**src/rtl/m68k_decode_pkg.sv**
```systemverilog
// ----------------------------------------------------------------------------
// m68k_decode_pkg
// Shared types and constants for the table-driven 68000 region decoder.
//   ADDR_W_DEF  : default CPU address width (also sizes the stored region base)
//   WS_W_DEF    : default wait-state count width (also sizes the stored ws)
//   region_cfg_t: one decode table entry {base, width, ws, en}
//   dec_state_t : bus-cycle state machine states
//   idx_width() : width of a region index, never less than 1
// ----------------------------------------------------------------------------
package m68k_decode_pkg;

  localparam int ADDR_W_DEF = 24;
  localparam int WS_W_DEF   = 3;

  typedef struct packed {
    logic [ADDR_W_DEF-1:0] base;
    logic [4:0]            width;
    logic [WS_W_DEF-1:0]   ws;
    logic                  en;
  } region_cfg_t;

  typedef enum logic [1:0] {
    IDLE,
    WAIT,
    ACK
  } dec_state_t;

  function automatic int idx_width(input int n);
    return (n > 1) ? $clog2(n) : 1;
  endfunction

endpackage

```
**src/rtl/m68k_region_decoder_if.sv**
```systemverilog
// ----------------------------------------------------------------------------
// m68k_region_decoder_if
// Bus bundle between the 68000 side (CPU strobe/address plus the boot-time
// region-table loader) and the region decoder.
//   master : drives cpu_a, cpu_as_n, cfg_* ; observes cs, hit_idx, hit,
//            dtack_n, berr_n
//   slave  : the decoder (mirror of master)
// Parameters must match those of the decoder instance.
// ----------------------------------------------------------------------------
interface m68k_region_decoder_if
  import m68k_decode_pkg::*;
#(
  parameter int NUM_REGIONS = 24,
  parameter int ADDR_W      = ADDR_W_DEF,
  parameter int WS_W        = WS_W_DEF
);

  localparam int IDX_W = idx_width(NUM_REGIONS);

  // CPU side
  logic [ADDR_W-1:0]      cpu_a;
  logic                   cpu_as_n;

  // Region table loader
  logic                   cfg_we;
  logic [IDX_W-1:0]       cfg_idx;
  logic [ADDR_W-1:0]      cfg_base;
  logic [4:0]             cfg_width;
  logic [WS_W-1:0]        cfg_ws;
  logic                   cfg_en;

  // Decoder outputs
  logic [NUM_REGIONS-1:0] cs;
  logic [IDX_W-1:0]       hit_idx;
  logic                   hit;
  logic                   dtack_n;
  logic                   berr_n;

  modport master (
    output cpu_a, cpu_as_n,
    output cfg_we, cfg_idx, cfg_base, cfg_width, cfg_ws, cfg_en,
    input  cs, hit_idx, hit, dtack_n, berr_n
  );

  modport slave (
    input  cpu_a, cpu_as_n,
    input  cfg_we, cfg_idx, cfg_base, cfg_width, cfg_ws, cfg_en,
    output cs, hit_idx, hit, dtack_n, berr_n
  );

endinterface

```
**src/rtl/region_match.sv**
```systemverilog
// ----------------------------------------------------------------------------
// region_match
// Combinational compare of one decode region against the CPU address.
//   addr  : CPU byte address
//   base  : region base address
//   width : number of low address bits ignored in the compare
//   en    : region enable
//   match : region enabled and addr/base agree above bit 'width'
// ----------------------------------------------------------------------------
module region_match
  import m68k_decode_pkg::*;
#(
  parameter int ADDR_W = ADDR_W_DEF
) (
  input  logic [ADDR_W-1:0] addr,
  input  logic [ADDR_W-1:0] base,
  input  logic [4:0]        width,
  input  logic              en,
  output logic              match
);

  // (addr >> width) == (base >> width) expressed as a masked XOR so no
  // shifter is needed on the address path.
  logic [ADDR_W-1:0] mask;

  assign mask  = {ADDR_W{1'b1}} << width;
  assign match = en && (((addr ^ base) & mask) == '0);

endmodule

```
**src/rtl/m68k_region_decoder.sv**
```systemverilog
// ----------------------------------------------------------------------------
// m68k_region_decoder
// Table-driven 68000 address decoder with registered one-hot chip selects and
// per-region DTACK wait-state generation. The region table is written at boot
// by the pcb-id ROM loader through the cfg_* signals.
//
// Ports:
//   clk_sys : system clock
//   reset_n : asynchronous active-low reset (clears FSM, outputs and table)
//   bus     : m68k_region_decoder_if.slave
//             cpu_a/cpu_as_n  CPU address and strobe (sampled on clk_sys)
//             cfg_*           region table write port (1-cycle writes)
//             cs/hit/hit_idx  registered decode result of the latched cycle
//             dtack_n/berr_n  registered bus acknowledge / bus error
//
// Optional feature: define M68K_DECODE_BERR_EN to turn unmapped accesses into
// a bus error after BERR_CYCLES cycles. Without it berr_n is tied high and
// unmapped accesses get a zero-wait-state dtack_n (open bus).
// ----------------------------------------------------------------------------
module m68k_region_decoder
  import m68k_decode_pkg::*;
#(
  parameter int NUM_REGIONS = 24,
  parameter int ADDR_W      = ADDR_W_DEF,
  parameter int WS_W        = WS_W_DEF,
  parameter int BERR_CYCLES = 64
) (
  input  logic                  clk_sys,
  input  logic                  reset_n,
  m68k_region_decoder_if.slave  bus
);

  localparam int IDX_W = idx_width(NUM_REGIONS);

  // Region table
  region_cfg_t cfg_tab_q [NUM_REGIONS];

  always_ff @(posedge clk_sys or negedge reset_n) begin
    if (!reset_n) begin
      for (int i = 0; i < NUM_REGIONS; i++) begin
        cfg_tab_q[i] <= '0;
      end
    end else if (bus.cfg_we && (32'(bus.cfg_idx) < NUM_REGIONS)) begin
      cfg_tab_q[bus.cfg_idx] <= '{base:  ADDR_W_DEF'(bus.cfg_base),
                                  width: bus.cfg_width,
                                  ws:    WS_W_DEF'(bus.cfg_ws),
                                  en:    bus.cfg_en};
    end
  end

  // ---- stage p0: combinational match and priority encode ----
  logic [NUM_REGIONS-1:0] match_p0;
  logic [IDX_W-1:0]       win_idx_p0;
  logic                   win_hit_p0;
  logic [WS_W-1:0]        win_ws_p0;

  for (genvar g = 0; g < NUM_REGIONS; g++) begin : g_match
    region_match #(
      .ADDR_W (ADDR_W)
    ) u_region_match (
      .addr  (bus.cpu_a),
      .base  (ADDR_W'(cfg_tab_q[g].base)),
      .width (cfg_tab_q[g].width),
      .en    (cfg_tab_q[g].en),
      .match (match_p0[g])
    );
  end

  // Lowest index wins when regions overlap.
  function automatic logic [IDX_W-1:0] first_hit(input logic [NUM_REGIONS-1:0] m);
    logic [IDX_W-1:0] r;
    r = '0;
    for (int i = NUM_REGIONS - 1; i >= 0; i--) begin
      if (m[i]) r = IDX_W'(i);
    end
    return r;
  endfunction

  assign win_idx_p0 = first_hit(match_p0);
  assign win_hit_p0 = |match_p0;
  assign win_ws_p0  = WS_W'(cfg_tab_q[win_idx_p0].ws);

  // ---- stage p1: bus-cycle FSM with registered outputs ----
  dec_state_t             state_p1;
  logic [WS_W-1:0]        ws_cnt_p1;
  logic [NUM_REGIONS-1:0] cs_p1;
  logic [IDX_W-1:0]       hit_idx_p1;
  logic                   hit_p1;
  logic                   dtack_n_p1;

`ifdef M68K_DECODE_BERR_EN
  localparam int BERR_W = $clog2(BERR_CYCLES + 1);
  logic [BERR_W-1:0]      berr_cnt_p1;
  logic                   berr_n_p1;
`endif

  always_ff @(posedge clk_sys or negedge reset_n) begin
    if (!reset_n) begin
      state_p1    <= IDLE;
      ws_cnt_p1   <= '0;
      cs_p1       <= '0;
      hit_idx_p1  <= '0;
      hit_p1      <= 1'b0;
      dtack_n_p1  <= 1'b1;
`ifdef M68K_DECODE_BERR_EN
      berr_cnt_p1 <= '0;
      berr_n_p1   <= 1'b1;
`endif
    end else begin
      case (state_p1)
        IDLE: begin
          // The address is decoded once here; later cpu_a changes while the
          // strobe is held do not disturb the latched region.
          if (!bus.cpu_as_n) begin
            state_p1 <= WAIT;
            hit_p1   <= win_hit_p0;
`ifdef M68K_DECODE_BERR_EN
            berr_cnt_p1 <= '0;
`endif
            if (win_hit_p0) begin
              cs_p1      <= NUM_REGIONS'(1) << win_idx_p0;
              hit_idx_p1 <= win_idx_p0;
              ws_cnt_p1  <= win_ws_p0;
            end else begin
              cs_p1      <= '0;
              hit_idx_p1 <= '0;
              ws_cnt_p1  <= '0;
            end
          end
        end

        WAIT: begin
          if (bus.cpu_as_n) begin
            // Aborted cycle: drop everything, no acknowledge.
            state_p1   <= IDLE;
            cs_p1      <= '0;
            hit_p1     <= 1'b0;
            hit_idx_p1 <= '0;
            ws_cnt_p1  <= '0;
          end
`ifdef M68K_DECODE_BERR_EN
          else if (!hit_p1) begin
            if (berr_cnt_p1 == BERR_W'(BERR_CYCLES - 1)) begin
              berr_n_p1 <= 1'b0;
              state_p1  <= ACK;
            end else begin
              berr_cnt_p1 <= berr_cnt_p1 + BERR_W'(1);
            end
          end
`endif
          else if (ws_cnt_p1 == '0) begin
            dtack_n_p1 <= 1'b0;
            state_p1   <= ACK;
          end else begin
            ws_cnt_p1 <= ws_cnt_p1 - WS_W'(1);
          end
        end

        ACK: begin
          if (bus.cpu_as_n) begin
            state_p1   <= IDLE;
            cs_p1      <= '0;
            hit_p1     <= 1'b0;
            hit_idx_p1 <= '0;
            dtack_n_p1 <= 1'b1;
`ifdef M68K_DECODE_BERR_EN
            berr_n_p1  <= 1'b1;
`endif
          end
        end

        default: state_p1 <= IDLE;
      endcase
    end
  end

  assign bus.cs      = cs_p1;
  assign bus.hit_idx = hit_idx_p1;
  assign bus.hit     = hit_p1;
  assign bus.dtack_n = dtack_n_p1;
`ifdef M68K_DECODE_BERR_EN
  assign bus.berr_n  = berr_n_p1;
`else
  assign bus.berr_n  = 1'b1;
`endif

endmodule

```
**src/flat_wrapper.sv**
```systemverilog
// flat-port wrapper written by rule: the top's interface ports become plain ports
module m68k_region_decoder_flat import m68k_decode_pkg::*;
#(
  parameter int NUM_REGIONS = 24,
  parameter int ADDR_W      = ADDR_W_DEF,
  parameter int WS_W        = WS_W_DEF,
  parameter int BERR_CYCLES = 64
)
  (clk_sys, reset_n, bus_cpu_a, bus_cpu_as_n, bus_cfg_we, bus_cfg_idx, bus_cfg_base, bus_cfg_width, bus_cfg_ws, bus_cfg_en, bus_cs, bus_hit_idx, bus_hit, bus_dtack_n, bus_berr_n);
  m68k_region_decoder_if #(.NUM_REGIONS(NUM_REGIONS), .ADDR_W(ADDR_W), .WS_W(WS_W)) bus_i ();
  input  logic clk_sys;
  input  logic reset_n;
  input wire logic [$bits(bus_i.cpu_a)-1:0] bus_cpu_a;
  input wire logic [$bits(bus_i.cpu_as_n)-1:0] bus_cpu_as_n;
  input wire logic [$bits(bus_i.cfg_we)-1:0] bus_cfg_we;
  input wire logic [$bits(bus_i.cfg_idx)-1:0] bus_cfg_idx;
  input wire logic [$bits(bus_i.cfg_base)-1:0] bus_cfg_base;
  input wire logic [$bits(bus_i.cfg_width)-1:0] bus_cfg_width;
  input wire logic [$bits(bus_i.cfg_ws)-1:0] bus_cfg_ws;
  input wire logic [$bits(bus_i.cfg_en)-1:0] bus_cfg_en;
  output wire logic [$bits(bus_i.cs)-1:0] bus_cs;
  output wire logic [$bits(bus_i.hit_idx)-1:0] bus_hit_idx;
  output wire logic [$bits(bus_i.hit)-1:0] bus_hit;
  output wire logic [$bits(bus_i.dtack_n)-1:0] bus_dtack_n;
  output wire logic [$bits(bus_i.berr_n)-1:0] bus_berr_n;
  assign bus_i.cpu_a = bus_cpu_a;
  assign bus_i.cpu_as_n = bus_cpu_as_n;
  assign bus_i.cfg_we = bus_cfg_we;
  assign bus_i.cfg_idx = bus_cfg_idx;
  assign bus_i.cfg_base = bus_cfg_base;
  assign bus_i.cfg_width = bus_cfg_width;
  assign bus_i.cfg_ws = bus_cfg_ws;
  assign bus_i.cfg_en = bus_cfg_en;
  assign bus_cs = bus_i.cs;
  assign bus_hit_idx = bus_i.hit_idx;
  assign bus_hit = bus_i.hit;
  assign bus_dtack_n = bus_i.dtack_n;
  assign bus_berr_n = bus_i.berr_n;
  m68k_region_decoder #(.NUM_REGIONS(NUM_REGIONS), .ADDR_W(ADDR_W), .WS_W(WS_W), .BERR_CYCLES(BERR_CYCLES)) u_core (.clk_sys(clk_sys), .reset_n(reset_n), .bus(bus_i));
endmodule
```
**config.mk**
```make
export PLATFORM = sky130hd
export DESIGN_NAME = m68k_region_decoder_flat
export DESIGN_NICKNAME = d
export VERILOG_FILES = /design/src/rtl/m68k_decode_pkg.sv /design/src/rtl/m68k_region_decoder_if.sv /design/src/rtl/region_match.sv /design/src/rtl/m68k_region_decoder.sv /design/src/flat_wrapper.sv
export SDC_FILE = /design/constraint.sdc
export NUM_CORES = 2
export LEC_CHECK = 0
export ABC_AREA = 1
export CAP_MARGIN = 20
export CORE_MARGIN = 1.5
export CORE_UTILIZATION = 35
export DETAILED_ROUTE_END_ITERATION = 8
export GPL_ROUTABILITY_DRIVEN = 0
export SYNTH_ARGS = -nofsm -noshare
export SYNTH_HDL_FRONTEND = slang
export SYNTH_SLANG_ARGS = --single-unit
```
**constraint.sdc**
```tcl
create_clock -name clk_sys -period 3.9 [get_ports clk_sys]
set_input_delay 0.78 -clock clk_sys [delete_from_list [all_inputs] [get_ports clk_sys]]
set_output_delay 0.78 -clock clk_sys [all_outputs]
set_load 0.005 [all_outputs]
```
## Word-level counts from Yosys, hierarchy flattened

Cells that the tools add are included.

- Shifts and indexed selects: 25
- Eq/ne operators: 9
- Add/subtract/negate cells: 1
- Order comparisons: 4
- Bitwise gates (word level): 50
- Reduce and logical (&&, ||, !) cells: 61
- Muxes and demuxes: 55

Operators with widths:

| kind | count |
|---|---|
| $bwmux W792 | 1 |
| $and A24 B24 Y24 | 24 |
| $logic_not A24 Y1 | 24 |
| $shl A24 B5 Y24 const A | 24 |
| $xor A24 B24 Y24 | 24 |
| $bmux W33 S5 | 1 |
| $demux W33 S5 | 1 |
| $mux W5 | 27 |
| $mux W24 | 3 |
| $pmux W24 S2 | 1 |
| $mux W33 | 1 |
| $logic_and A1 B1 Y1 | 26 |
| $reduce_or A24 Y1 | 1 |
| $shl A1 B5 Y24 const A | 1 |
| $ge A6 B6 Y1 const B | 2 |
| $mux W3 | 4 |
| $not A5 Y6 | 2 |
| $pmux W5 S2 | 1 |
| $reduce_and A3 Y1 | 3 |
| $mux W2 | 4 |
| $mux W4 | 2 |
| $lt A6 B1 Y1 const B | 1 |
| $ne A2 B2 Y1 const B | 3 |
| $pmux W2 S3 | 1 |
| 15 further kinds | 23 |

- Bits of input ports: 66
- Register bits after elaboration: 828
- Logic and storage cells: 307
- Output and inout port bits: 32

## Depth between registers and ports, before layout

- Depth after elaboration: 35
- Depth in mapped cells: 44
- Mapped depth without buffers: 42

## By module

From an unflattened synthesis, not the netlist that was laid out.

- Cells, all modules: 6264
- Area total of the unflattened synthesis: 46862.4 um^2

By module, submodules not included:

| module | times used | cells an instance | seq. area each (um^2) | area each (um^2) |
|---|---|---|---|---|
| m68k_region_decoder | 1 | 3144 | 20721.1 | 30857.1 |
| region_match | 24 | 130 | 0.0 | 666.9 |

## Worst setup path before layout

OpenSTA, ideal clock, no wires.

- Kind: input to register
- Start point: input bus_cpu_a[5]
- End point: register u_core.ws_cnt_p1[0]
- Setup time: 0.117 ns
- Data arrival time: 3.548 ns
- Setup slack: 0.235 ns
- Cell stages on the path: 21
- Path through: buf_2 buf_6 buf_2 xnor2_1 o21ai_0 o31ai_1 a31oi_1 or4_1 nand2_1 inv_2 a21oi_4 nand3_2 buf_4 nor2_1 nor2_1 nand2_1 nand3_1 nand2_1 nor2_1 nor2_1 nor2_1

- Cells in the longest elaborated chain, start to end: 35

RTL lines:

| item | RTL line | text |
|---|---|---|
| start, declared | flat_wrapper.sv:13 | `input wire logic [$bits(bus_i.cpu_a)-1:0] bus_cpu_a;` |
| $xor A24 B24 Y24 | region_match.sv:27 | `assign match = en && (((addr ^ base) & mask) == '0);` |
| $and A24 B24 Y24 | region_match.sv:27 |  |
| $logic_not A24 Y1 | region_match.sv:27 |  |
| $logic_and A1 B1 Y1 | region_match.sv:27 |  |
| $mux W5 (24 in a row) | m68k_region_decoder.sv:74 | `if (m[i]) r = IDX_W'(i);` |
| $not A5 Y6 (implied by the code) | m68k_region_decoder.sv:81 | `assign win_ws_p0 = WS_W'(cfg_tab_q[win_idx_p0].ws);` |
| $bmux W33 S5 | m68k_region_decoder.sv:81 |  |
| $mux W4 (implied by the code) (2 in a row) | m68k_region_decoder.sv:81 |  |
| $mux W3 (*) | m68k_region_decoder.sv:120 | `if (win_hit_p0) begin` |
| $mux W3 (*) | m68k_region_decoder.sv:114 | `if (!bus.cpu_as_n) begin` |
| $pmux W3 S2 (*) | m68k_region_decoder.sv:110 | `case (state_p1)` |
| end signal, assigned | m68k_region_decoder.sv:123 | `ws_cnt_p1 <= win_ws_p0;` |
| end signal, assigned | m68k_region_decoder.sv:155 | `ws_cnt_p1 <= ws_cnt_p1 - WS_W'(1);` |
| end, declared | m68k_region_decoder.sv:85 | `logic [WS_W-1:0] ws_cnt_p1;` |

Every way passes the cells marked *; elsewhere a longest branch is shown, timed or not. The select of a mux whose other input is x is not followed.
A chain may end at the register's enable or synchronous reset.

## Worst setup path in the final report

- Start point: register u_core.cfg_tab_q[7] (netlist name)
- End point: register u_core.ws_cnt_p1[0]

- Cells in the longest elaborated chain, start to end: 35

RTL lines:

| item | RTL line | text |
|---|---|---|
| start, declared | m68k_region_decoder.sv:36 | `region_cfg_t cfg_tab_q [NUM_REGIONS];` |
| start signal, assigned by index | m68k_region_decoder.sv:44 | `cfg_tab_q[bus.cfg_idx] <= '{base: ADDR_W_DEF'(bus.cfg_base),` |
| $shl A24 B5 Y24 (*) | region_match.sv:26 | `assign mask = {ADDR_W{1'b1}} << width;` |
| $and A24 B24 Y24 (*) | region_match.sv:27 |  |
| $logic_not A24 Y1 (*) | region_match.sv:27 |  |
| $logic_and A1 B1 Y1 (*) | region_match.sv:27 |  |
| $mux W5 (24 in a row) | m68k_region_decoder.sv:74 |  |
| $not A5 Y6 (implied by the code) | m68k_region_decoder.sv:81 |  |
| $bmux W33 S5 | m68k_region_decoder.sv:81 |  |
| $mux W4 (implied by the code) (2 in a row) | m68k_region_decoder.sv:81 |  |
| $mux W3 (*) | m68k_region_decoder.sv:120 |  |
| $mux W3 (*) | m68k_region_decoder.sv:114 |  |
| $pmux W3 S2 (*) | m68k_region_decoder.sv:110 |  |

Marked as above.

==> reports/qor.txt <==
status -> complete, but fails checks
slew at the pin with the worst max-slew slack -> 1.05 ns
DRT antenna net count -> 0
total global-route track usage -> 0.246
initial core utilization -> 0.354
required time worst endpoint -> 4.46 ns
final instance area -> 0.0509 mm^2
Adder-Cell Fraction of Synth Area -> 0.00176
CTS H-tree depth -> 3
post-synthesis compound-gate area fraction -> 0.165
Num CTS Buffers -> 89
# Max-Cap Violations -> 0
predominant post-synthesis flop cell -> dfrtp_1
number of global-route vias before repair -> 34900
slowest cell on the critical path -> dfrtp_2
PwrDens -> 518 mW/mm^2
Total Nets Final -> 5438
CP peak stage delay -> 0.45 ns
Die ar. -> 0.124 mm^2
CTS clk-pin slew, worst paths -> 0.07 ns
routed len/inst -> 21.9 um
FF-to-FF Start -> u_core.cfg_tab_q[7]
Synth Area in Simple Gates -> 0.178
core area -> 0.120 mm^2
Syn-to-layout area delta -> 19.2%
Hold Crit Class -> primary input to async pin
Yosys warnings -> 0
sequential area share after synthesis -> 0.485
final wirelength -> 155000 um
grt ovf -> 0
crit share post-route -> 1.02
Yosys reg bits -> 828
Post-synth ARST share -> 1.00
Final Setup Violations -> 4
Final min period -> 3.98 ns
RSZ-0062 raised after global routing -> true
final core occ -> 0.422
fmax -> 251 MHz
Worst R2R Setup Slack -> -0.08 ns
portion of netlist area occupied by mux cells -> 0
Arr. time, crit path -> 4.54 ns
CTS tree -> built
initial antenna violation count -> 10
clock latency on the worst-skew pair -> 0.68 ns
largest net degree at the start of global routing -> 124
max_slew headroom -> 0.293
CTS Sinks -> 828
count of cell types in the netlist -> 61
WP buf/inv -> 7
Placed Area -> 0.0474 mm^2
via/cell ratio -> 5.26
Critical Path Source Type -> register
Leak -> 23.4 nW
Tot Pwr -> 26.4 mW
Slew Limit Fails -> 0
failing checks -> setup timing
most frequent CP cell -> nor2_1
CP Max Fanout -> 7
CTS Root Cell -> clkbuf_16
fill count -> 12000
# IOs -> 98
Syn Nets -> 5252
die span in y -> 352 um
Synth Cell Area -> 0.0427 mm^2
number of DRC markers in iteration 0 -> 4371
R2R depth -> 31
Cells after Synth -> 5180
row count -> 127
cell family with the largest share of critical-path delay -> simple AND/OR/NAND/NOR gates
final setup margin -> -0.0823 ns
port bufs -> 96
die width -> 352 um
DR pass1 iterations -> 6
layout cells sized above 1 -> 0.119
Setup Total Neg Slack -> -0.173 ns
first-pass GRT wire length -> 230000 um
CP endpoint kind -> register
final hold violations -> 0
combinational family with the most area after synthesis -> simple AND/OR/NAND/NOR gates
drc violations -> 0
hpwl dp -> 101000 um
VDD IR-drop max -> 0.000330 V
Crit Path Class -> register to register
post-place setup slack -> -0.776 ns
Critical R2R Capture -> u_core.ws_cnt_p1[0]
skew final -> 0.0223 ns
routed vias -> 37100
number of synthesized flops with an enable pin -> 0
post-synthesis xor/xnor area fraction -> 0.107
maximum root-to-sink buffer count -> 3
Mean Syn Cell Area -> 8.24 um^2
## layout by cell type, fill, tap and decap left out, types with 9 or more instances in the layout
cell type / instances
nor2_1: 269
nand2_1: 1299
a22oi_1: 11
nand4_1: 42
o2111ai_1: 17
bufinv_16: 11
a211oi_1: 9
inv_2: 27
clkbuf_8: 20
xor2_1: 292
clkinv_2: 19
nor4_1: 14
a31oi_1: 15
o21ai_1: 36
o21ai_0: 975
o211ai_1: 21
inv_1: 229
buf_2: 25
nor3_1: 41
o22ai_1: 45
nand2_2: 26
nand3_1: 114
nand3b_1: 28
clkbuf_1: 12
clkbuf_16: 92
buf_4: 296
xnor2_1: 228
nor2_2: 14
buf_12: 69
dfrtp_1: 823
clkdlybuf4s50_1: 71
a21oi_1: 119
## state kept, by name (all words and copies together) (netlist names)
name,count
u_core.bus.cs,24
u_core.bus.hit_idx,5
u_core.bus.dtack_n,1
u_core.cfg_tab_q,792
u_core.ws_cnt_p1,3
u_core.state_p1,2
u_core.bus.hit,1
## layer usage
layer,up-vias,wire (um),GRT usage
li1,17300,-,-
met4,6,8100,0.119
met5,-,40,0
met1,17900,64000,0.321
met3,366,10700,0.0354
met2,1493,71900,0.399
## how the worst max path moves through the flow
| stage | startpoint | to | slack (ns) | depth (start not counted) |
|---|---|---|---|---|
| floorplan | bus_cpu_a[5] | u_core.ws_cnt_p1[0] | 0.24 | 21 |
| global placement | bus_cpu_a[16] | u_core.ws_cnt_p1[1] | -0.84 | 40 |
| detailed placement | bus_cpu_a[16] | u_core.ws_cnt_p1[1] | -0.78 | 40 |
| CTS | u_core.cfg_tab_q[39] | u_core.ws_cnt_p1[0] | -0.007 | 39 |
| global route | u_core.cfg_tab_q[7] | u_core.ws_cnt_p1[0] | -0.41 | 42 |
| finish | u_core.cfg_tab_q[7] | u_core.ws_cnt_p1[0] | -0.08 | 31 |
## worst reg2reg max path, delay by kind of cell, from the launching register on
family | cells | cell delay (ns)
AOI/OAI and AO/OA | 4 | 0.70
DFF | 1 | 0.45
buffers and inverters | 7 | 0.96
and+or+nand+nor | 20 | 1.78
## synthesized netlist by cell type, types with 15 or more instances
master	number	area (um^2)
xor2_1	293	2570
nand3b_1	28	210
inv_2	22	82.6
nand3_1	119	596
buf_2	55	275
inv_1	242	908
buf_1	32	120
o22ai_1	45	282
nor2_1	284	1070
a31oi_1	15	93.8
o21ai_0	986	4930
dfrtp_1	827	20700
nand4_1	42	263
nor3_1	42	210
buf_6	16	180
buf_4	33	248
clkbuf_1	235	882
o2111ai_1	17	149
a21oi_1	120	601
o211ai_1	21	158
xnor2_1	228	2000
nand2_1	1324	4970
o21ai_1	29	145
## stage by stage
stage	hold slack, ns	std cells
4_1_cts	0.0887	7038
5_1_grt	0.118	7051
6_report	0.0917	7052
2_1_floorplan	0.444	5180
3_5_place_dp	0.465	6871
3_3_place_gp	0.461	6871
## cells by family after synthesis
logic type                 Yosys count
and+or+nand+nor                   1875
AOI/OAI and AO/OA                 1314
DFF                                828
buffers and inverters              635
xor gates and xnor gates           521
adders and majority gates            6
other                                1
## repair_timing
item,in CTS,in global routing
pin swaps,2,33
hold endpoints to repair,0,0
buffers inserted,3,12
hold buffers,0,0
gates resized for setup,14,55
endpoints found under the setup margin,27,33
## power by group
| part | switching [mW] | internal (mW) | leakage, nW |
|---|---|---|---|
| Combinational | 3.48 | 2.42 | 11.0 |
| Sequential | 1.25 | 10.0 | 10.9 |
| Clock | 3.75 | 5.44 | 1.55 |
| Total | 8.47 | 17.9 | 23.4 |
## layout make-up
class / count / area (um^2) / area share
multi-input cells: 3717 / 19500 / 0.383
flip-flops and latches: 828 / 20700 / 0.407
diodes: 1 / 2.50 / 0.0000492
well taps: 1612 / 2020 / 0.0396
inverters: 264 / 991 / 0.0195
repair buffers: 466 / 4500 / 0.0884
clock buffers: 124 / 2620 / 0.0516
clock inverters: 40 / 536 / 0.0105
Power figures use the tool's default switching activity.
